--- src/rtl/sprite_pkg.sv ---
// rtl/sprite_pkg.sv - shared types and constants for the sprite mover
// Purpose: FSM state encoding, named colours and screen bounds shared by
//          sprite_mover and its sub-module.
// Ports:   none (package).
package sprite_pkg;

  // Control states: DRAW paints the sprite, WAIT idles for a frame tick,
  // ERASE paints the old sprite in the background colour, MOVE commits pos_x.
  typedef enum logic [1:0] {
    S_DRAW  = 2'd0,
    S_WAIT  = 2'd1,
    S_ERASE = 2'd2,
    S_MOVE  = 2'd3
  } state_e;

  localparam logic [2:0] BLACK = 3'b000;
  localparam logic [2:0] GREEN = 3'b010;

  localparam int unsigned SCREEN_W = 160;
  localparam int unsigned SCREEN_H = 120;

endpackage

--- src/rtl/sprite_mover_frame_divider.sv ---
// rtl/sprite_mover_frame_divider.sv - frame tick divider for the sprite mover
// Purpose: counts 0..TICK_DIV-1 and wraps; tick is a registered one-cycle
//          pulse that is high exactly while the count equals TICK_DIV-1.
// Ports:   clk    - system clock
//          resetn - asynchronous active-low reset
//          tick   - one-cycle frame pulse
module frame_divider #(
  parameter int unsigned TICK_DIV = 833334
) (
  input  logic clk,
  input  logic resetn,
  output logic tick
);

  localparam int unsigned CW = (TICK_DIV > 2) ? $clog2(TICK_DIV) : 1;
  localparam logic [CW-1:0] LAST = CW'(TICK_DIV - 1);

  logic [CW-1:0] cnt_q;
  logic [CW-1:0] cnt_d;
  logic          tick_q;

  assign cnt_d = (cnt_q == LAST) ? '0 : cnt_q + CW'(1);

  // The pulse is registered from the next count so it lines up with the
  // cycle in which cnt_q itself holds the last value.
  always_ff @(posedge clk or negedge resetn) begin
    if (!resetn) begin
      cnt_q  <= '0;
      tick_q <= 1'b0;
    end else begin
      cnt_q  <= cnt_d;
      tick_q <= (cnt_d == LAST);
    end
  end

  assign tick = tick_q;

endmodule

--- src/rtl/sprite_mover.sv ---
// rtl/sprite_mover.sv - moves a solid rectangle left/right once per frame tick
// Purpose: on each requested move, erases the sprite, updates its origin and
//          redraws it, streaming one pixel per clock to a vga_adapter.
// Ports:   clk    - system clock
//          resetn - asynchronous active-low reset
//          left   - move-left request, sampled when a tick is serviced
//          right  - move-right request, sampled when a tick is serviced
//          x, y   - registered pixel coordinate
//          colour - registered pixel colour
//          plot   - registered pixel write strobe
//          busy   - registered, high while not idling in WAIT
//          tick   - one-cycle frame pulse
module sprite_mover
  import sprite_pkg::*;
#(
  parameter int unsigned      X_W      = 8,
  parameter int unsigned      Y_W      = 7,
  parameter int unsigned      COL_W    = 3,
  parameter int unsigned      SPR_W    = 8,
  parameter int unsigned      SPR_H    = 2,
  parameter int unsigned      X_MIN    = 0,
  parameter int unsigned      X_MAX    = 152,
  parameter int unsigned      X_START  = 76,
  parameter int unsigned      Y_POS    = 110,
  parameter int unsigned      STEP     = 1,
  parameter logic [COL_W-1:0] FG       = COL_W'(GREEN),
  parameter logic [COL_W-1:0] BG       = COL_W'(BLACK),
  parameter int unsigned      TICK_DIV = 833334
) (
  input  logic             clk,
  input  logic             resetn,
  input  logic             left,
  input  logic             right,
  output logic [X_W-1:0]   x,
  output logic [Y_W-1:0]   y,
  output logic [COL_W-1:0] colour,
  output logic             plot,
  output logic             busy,
  output logic             tick
);

  localparam int unsigned CXW = (SPR_W > 1) ? $clog2(SPR_W) : 1;
  localparam int unsigned CYW = (SPR_H > 1) ? $clog2(SPR_H) : 1;
  localparam int unsigned XE  = X_W + 1;

  state_e           state_q, state_d;
  logic [X_W-1:0]   pos_x_q, pos_x_d;
  logic [X_W-1:0]   nxt_x_q, nxt_x_d;
  logic [CXW-1:0]   cx_q, cx_d;
  logic [CYW-1:0]   cy_q, cy_d;
  logic             pending_q, pending_d;

  logic [X_W-1:0]   x_q, x_d;
  logic [Y_W-1:0]   y_q, y_d;
  logic [COL_W-1:0] colour_q, colour_d;
  logic             plot_q, plot_d;
  logic             busy_q, busy_d;

  logic             tick_w;
  logic             cx_last;
  logic             scan_last;
  logic [XE-1:0]    pos_ext;
  logic [XE-1:0]    left_ext;
  logic [XE-1:0]    right_ext;
  logic [X_W-1:0]   target;
  logic             move_ok;

  frame_divider #(
    .TICK_DIV(TICK_DIV)
  ) u_frame_divider (
    .clk   (clk),
    .resetn(resetn),
    .tick  (tick_w)
  );

  assign cx_last   = (cx_q == CXW'(SPR_W - 1));
  assign scan_last = cx_last && (cy_q == CYW'(SPR_H - 1));

  // Clamp in one extra bit so neither direction can wrap past the bounds.
  assign pos_ext   = {1'b0, pos_x_q};
  assign left_ext  = (pos_ext < XE'(X_MIN + STEP)) ? XE'(X_MIN) : pos_ext - XE'(STEP);
  assign right_ext = ((pos_ext + XE'(STEP)) > XE'(X_MAX)) ? XE'(X_MAX) : pos_ext + XE'(STEP);
  assign target    = left ? left_ext[X_W-1:0] : right_ext[X_W-1:0];
  assign move_ok   = (left ^ right) && (target != pos_x_q);

  // State and output registers.
  always_ff @(posedge clk or negedge resetn) begin
    if (!resetn) begin
      state_q   <= S_DRAW;
      pos_x_q   <= X_W'(X_START);
      nxt_x_q   <= X_W'(X_START);
      cx_q      <= '0;
      cy_q      <= '0;
      pending_q <= 1'b0;
      x_q       <= X_W'(X_START);
      y_q       <= Y_W'(Y_POS);
      colour_q  <= BG;
      plot_q    <= 1'b0;
      busy_q    <= 1'b1;
    end else begin
      state_q   <= state_d;
      pos_x_q   <= pos_x_d;
      nxt_x_q   <= nxt_x_d;
      cx_q      <= cx_d;
      cy_q      <= cy_d;
      pending_q <= pending_d;
      x_q       <= x_d;
      y_q       <= y_d;
      colour_q  <= colour_d;
      plot_q    <= plot_d;
      busy_q    <= busy_d;
    end
  end

  // Next-state logic.
  always_comb begin
    state_d   = state_q;
    pos_x_d   = pos_x_q;
    nxt_x_d   = nxt_x_q;
    cx_d      = cx_q;
    cy_d      = cy_q;
    pending_d = pending_q;

    // A tick outside WAIT is remembered once; repeats collapse into it.
    if (tick_w && (state_q != S_WAIT)) begin
      pending_d = 1'b1;
    end

    // Scan counters step in both painting states and wrap to 0 at the end,
    // so every scan starts from the top-left corner.
    if ((state_q == S_DRAW) || (state_q == S_ERASE)) begin
      if (cx_last) begin
        cx_d = '0;
        cy_d = scan_last ? '0 : cy_q + CYW'(1);
      end else begin
        cx_d = cx_q + CXW'(1);
      end
    end

    case (state_q)
      S_DRAW: begin
        if (scan_last) state_d = S_WAIT;
      end
      S_WAIT: begin
        if (tick_w || pending_q) begin
          pending_d = 1'b0;
          if (move_ok) begin
            nxt_x_d = target;
            state_d = S_ERASE;
          end
        end
      end
      S_ERASE: begin
        if (scan_last) state_d = S_MOVE;
      end
      S_MOVE: begin
        pos_x_d = nxt_x_q;
        state_d = S_DRAW;
      end
      default: state_d = S_DRAW;
    endcase
  end

  // Output logic, registered one cycle behind the state and counters.
  always_comb begin
    plot_d   = (state_q == S_DRAW) || (state_q == S_ERASE);
    x_d      = pos_x_q + X_W'(cx_q);
    y_d      = Y_W'(Y_POS) + Y_W'(cy_q);
    colour_d = (state_q == S_DRAW) ? FG : BG;
    busy_d   = (state_q != S_WAIT);
  end

  assign x      = x_q;
  assign y      = y_q;
  assign colour = colour_q;
  assign plot   = plot_q;
  assign busy   = busy_q;
  assign tick   = tick_w;

endmodule

--- config.mk ---
export PLATFORM = sky130hd
export DESIGN_NAME = sprite_mover
export DESIGN_NICKNAME = d
export VERILOG_FILES = /design/src/rtl/sprite_pkg.sv /design/src/rtl/sprite_mover_frame_divider.sv /design/src/rtl/sprite_mover.sv
export SDC_FILE = /design/constraint.sdc
export NUM_CORES = 1
export LEC_CHECK = 0
export BUFFER_PORTS_ARGS = -buffer_cell sky130_fd_sc_hd__buf_2
export CAP_MARGIN = 10
export CORE_ASPECT_RATIO = 1.4
export CORE_MARGIN = 1
export CORE_UTILIZATION = 65
export DETAILED_ROUTE_END_ITERATION = 6
export HOLD_SLACK_MARGIN = 0.12
export MAX_ROUTING_LAYER = met4
export PLACE_DENSITY_LB_ADDON = 0.2
export SYNTH_ARGS = -nofsm -noshare
export SYNTH_HDL_FRONTEND = slang
export SYNTH_SLANG_ARGS = --single-unit
--- constraint.sdc ---
create_clock -name clk -period 7.69 [get_ports clk]
set_input_delay 0.769 -clock clk [delete_from_list [all_inputs] [get_ports clk]]
set_output_delay 0.769 -clock clk [all_outputs]
set_load 0.02 [all_outputs]
==> impl_results.md <==
* Count of instances resized after the clock tree is built at 0
* Count of final setup violators at 0
* Max Cap Violations at 0
* Clock buffer count from CTS at 5
* Headroom to the max-slew limit at roughly 33%
* Area of the die at between 5000 and 6000 um^2
* Register area share after synthesis at between 40% and 50%
* Worst-Skew Late Latency at between 300 and 400 ps
* Top-level port count at 25
* Sequential cell area in the final layout at between 1000 and 1500 um^2
* Synth warn at 0
* Measured slew at the worst slew-check pin at between 900 and 1000 ps
* Capturing point of the worst reg2reg path: nxt_x_q[7]
* Num Clock Sinks at 56
* Global routing met3 resource utilization at 4.167%
* Hold-critical path depth at 0
* Peak Freq at about 350 MHz
* Yosys top cell by area: dfrtp_1
* Multi-input gate area at between 1500 and 2000 um^2
* Required time of the critical path at ~8000 ps
* Met2 global-route usage at 45.94%
* Met1 Track Usage GR at between 20% and 30%
* Drt first pass iters at 4
* Detailed-route vias per instance at approximately 5.8
* Busiest layer in global routing: met2
* Final worst slack at ~4800 ps
* Chip Height at around 90 um
* Total power at 0.0008240 W
* CTS tree: built
* Worst reg-to-reg path cell count at 9
* GRT Util Overall at between 20% and 30%
* Static Leak at around 1.5 nW
* End point of the worst hold path: y[0]
* Count of mapped cells out of synthesis at around 350
* Synthesized flop and latch total at 56
* Effective utilization at floorplan at between 60% and 70%
* Core Area at between 5000 and 6000 um^2
* Via count at roughly 2,500
* Global-route wire length before repair at 10,920 um
* Placement Rows at 31
* Total number of H-tree levels at 2
* Global-route congestion overflow total at 0
* Max Transition Viols Final at 0
* Layout area overhead at 4.286%
* Total wire length after detailed routing at about 6600 um
* Post-route DRC violation count at 0
* Worst Setup End Kind: flop
* Synth top area cells: dfrtp_1 (33%), dfstp_2 (7.6%), ha_1 (5.1%)
* Data arrival time of the critical path at between 3000 and 4000 ps
* Number of buffers added to fix hold violations after cts at 0
* Post-synthesis instance area at approximately 3400 um^2
* Post-DP HPWL at between 4000 and 5000 um
* Clock Tree Root: clkbuf_8
* Via count of the first global-routing pass at 2,403
* Count of fill cells added during filler insertion at 424
* Post-CTS setup-driven buffer insertion count at 0
* Count of flip-flops with a built-in enable after synthesis at 0
* Proportion of layout cells with a drive suffix above 1 at between 10% and 20%
* Total negative setup slack at 0 ps
* Fraction of post-synthesis cell area in the top cell type by area at 33.42%
* Count of buffers inserted at the top-level ports at 16
* Clock Tree Buf Depth at 2
* Area after DPL at 3501 um^2
* Path class of the lowest-slack min-delay path: reg2reg
* Synth Flop Type: dfrtp_1
* Status: completed
* Register clock-pin slew on the reported worst setup and hold paths at roughly 110 ps
* Post-Place Setup Slack at around 4800 ps
* Count of antenna-violating nets left after detailed routing at 0
* Reg2reg setup slack at 4820 ps
* Async set or reset register ratio after synthesis at 100.0%
* Min Clock Period, post-route at around 2900 ps
* Number of DRC markers after the initial detailed-route iteration at between 100 and 150
* Routed wirelength normalized by instance count at between 15 and 20 um
* Share of the cycle needed by the critical path after routing at between 30% and 40%
* N_diodes at 0
* Total power density per cell area at ~230 nW/um^2
* Hold wc startpoint: cy_q
* RSZ-0062 raised after global routing: no
* Maximum VDD drop at between 0.2 and 0.25 mV
* Fin. Hold Viols at 0
* Sort of element at the start of the critical path: flop
* Die X at around 64 um
* Number of distinct library cells after synthesis at between 60 and 70
* Startpoint of the worst-slack reg-to-reg timing path: pos_x_q[1]
* Number of antenna violations at the first check in global routing at 0
* Worst setup path category: reg2reg
* Clock skew at 11.87 ps
* Maximum number of pins on one net before global-route repair at 57
* Maximum fanout along the worst path at 9
* Average instance area after synthesis at 9.814 um^2
* Total Nets Final at roughly 380
* Final Cell Area at 3592 um^2
* Routability cong. at 0.8865
## kinds of logic after synthesis
kind of cell,Yosys count,synth area share [%]
AOI/OAI and AO/OA,61,13.26
xor gates and xnor gates,32,8.136
adders and majority gates,15,5.667
buffers and inverters,40,6.030
DFF,56,41.05
muxes,14,4.686
other,2,0.2180
and+or+nand+nor,131,20.96
## cells in the mapped netlist, types with 2 or more instances
master and number:
o22ai_1 3, nor3b_1 2, o31ai_1 3, clkbuf_1 5
nor2_1 31, and3_4 2, o21a_1 2, buf_2 4
mux2_2 5, buf_6 3, and2_2 2, ha_1 14
dfrtp_1 46, a31oi_1 6, xnor2_1 16, nand2_1 28
and3_1 4, mux2i_1 6, o21ai_0 13, nand4_1 4
buf_4 8, dfstp_2 10, conb_1 2, nor3_2 3
a21o_1 3, nand2b_1 4, a2bb2oi_2 2, a21oi_1 14
nor4_1 4, inv_1 19, nor3_1 11, xor2_1 16
mux2_4 3, or4_1 2, nand3_1 16, nor2b_1 6
## metal layers
layer  routed length [um]  vias to the layer above
met1                 2812                     1193
met4                  153                        0
met3                  185                       13
met5                    0                        -
li1                     -                     1222
met2                 3439                       46
## critical path, stage by stage, from the launching register on
cell and delay [ps]:
dfrtp_1 490, inv_1 250, ha_1 290, or3b_1 420
nor3_2 180, o32ai_1 130, o211a_1 230, o21a_4 130
a21oi_4 310, mux2_4 330
## per-stage QoR
stage	utilization, %	cells	hold slack (ps)
after floorplan	-	357	413.0
after global placement	68.38	419	433.2
after detailed placement	68.38	419	431.7
after CTS	70.16	427	456.0
after global routing	70.16	427	476.0
final	70.16	427	453.5
## how the worst max path moves through the flow
stage          cells after the start       start         end
2_1_floorplan                      9  pos_x_q[1]  nxt_x_q[7]
3_3_place_gp                       8        left  nxt_x_q[7]
3_5_place_dp                       8        left  nxt_x_q[7]
4_1_cts                            9  pos_x_q[1]  nxt_x_q[7]
5_1_grt                            9  pos_x_q[1]  nxt_x_q[7]
6_report                           9  pos_x_q[1]  nxt_x_q[7]
## power breakdown
part	internal (W)	total [W]	switching (W)
Clock	0.0000655	0.000164	0.0000988
Combinational	0.000107	0.000275	0.000168
Sequential	0.000342	0.000385	0.0000426
## cells in the final DEF, fill, tap and decap left out, types with 2 or more instances in the layout
cell,instances
o21a_1,2
nand4_1,4
nand2_1,28
and3_1,4
and2_2,2
xnor2_1,16
inv_1,19
clkbuf_8,5
buf_2,16
nor2b_1,6
dfstp_2,10
mux2i_1,6
o21ai_0,13
dfrtp_1,46
conb_1,8
a2bb2oi_2,2
mux2_4,3
a31oi_1,6
nor3_2,3
nor3b_1,2
o31ai_1,3
ha_1,14
nand2b_1,4
a21oi_1,14
nand3_1,16
xor2_1,16
and3_4,2
mux2_2,5
or4_1,2
nor3_1,11
o22ai_1,3
nor4_1,4
a21o_1,3
nor2_1,31
## flip-flops by register name, summed over array words and instances, names as in the netlist
register / count
u_frame_divider.tick: 1
nxt_x_q: 8
pos_x_q: 8
cy_q: 1
cx_q: 3
colour: 1
busy: 1
u_frame_divider.cnt_q: 20
state_q: 2
pending_q: 1
y: 1
x: 8
plot: 1
## layout make-up
| type | count | area share [%] |
|---|---|---|
| inverters | 19 | 1.985 |
| well taps | 66 | 2.299 |
| clock buffers | 5 | 1.916 |
| multi-input cells | 261 | 51.38 |
| flip-flops and latches | 56 | 39.36 |
| repair buffers | 17 | 2.438 |
| clock inverters | 3 | 0.6270 |
Note: power is estimated with default switching activity, not from simulation.
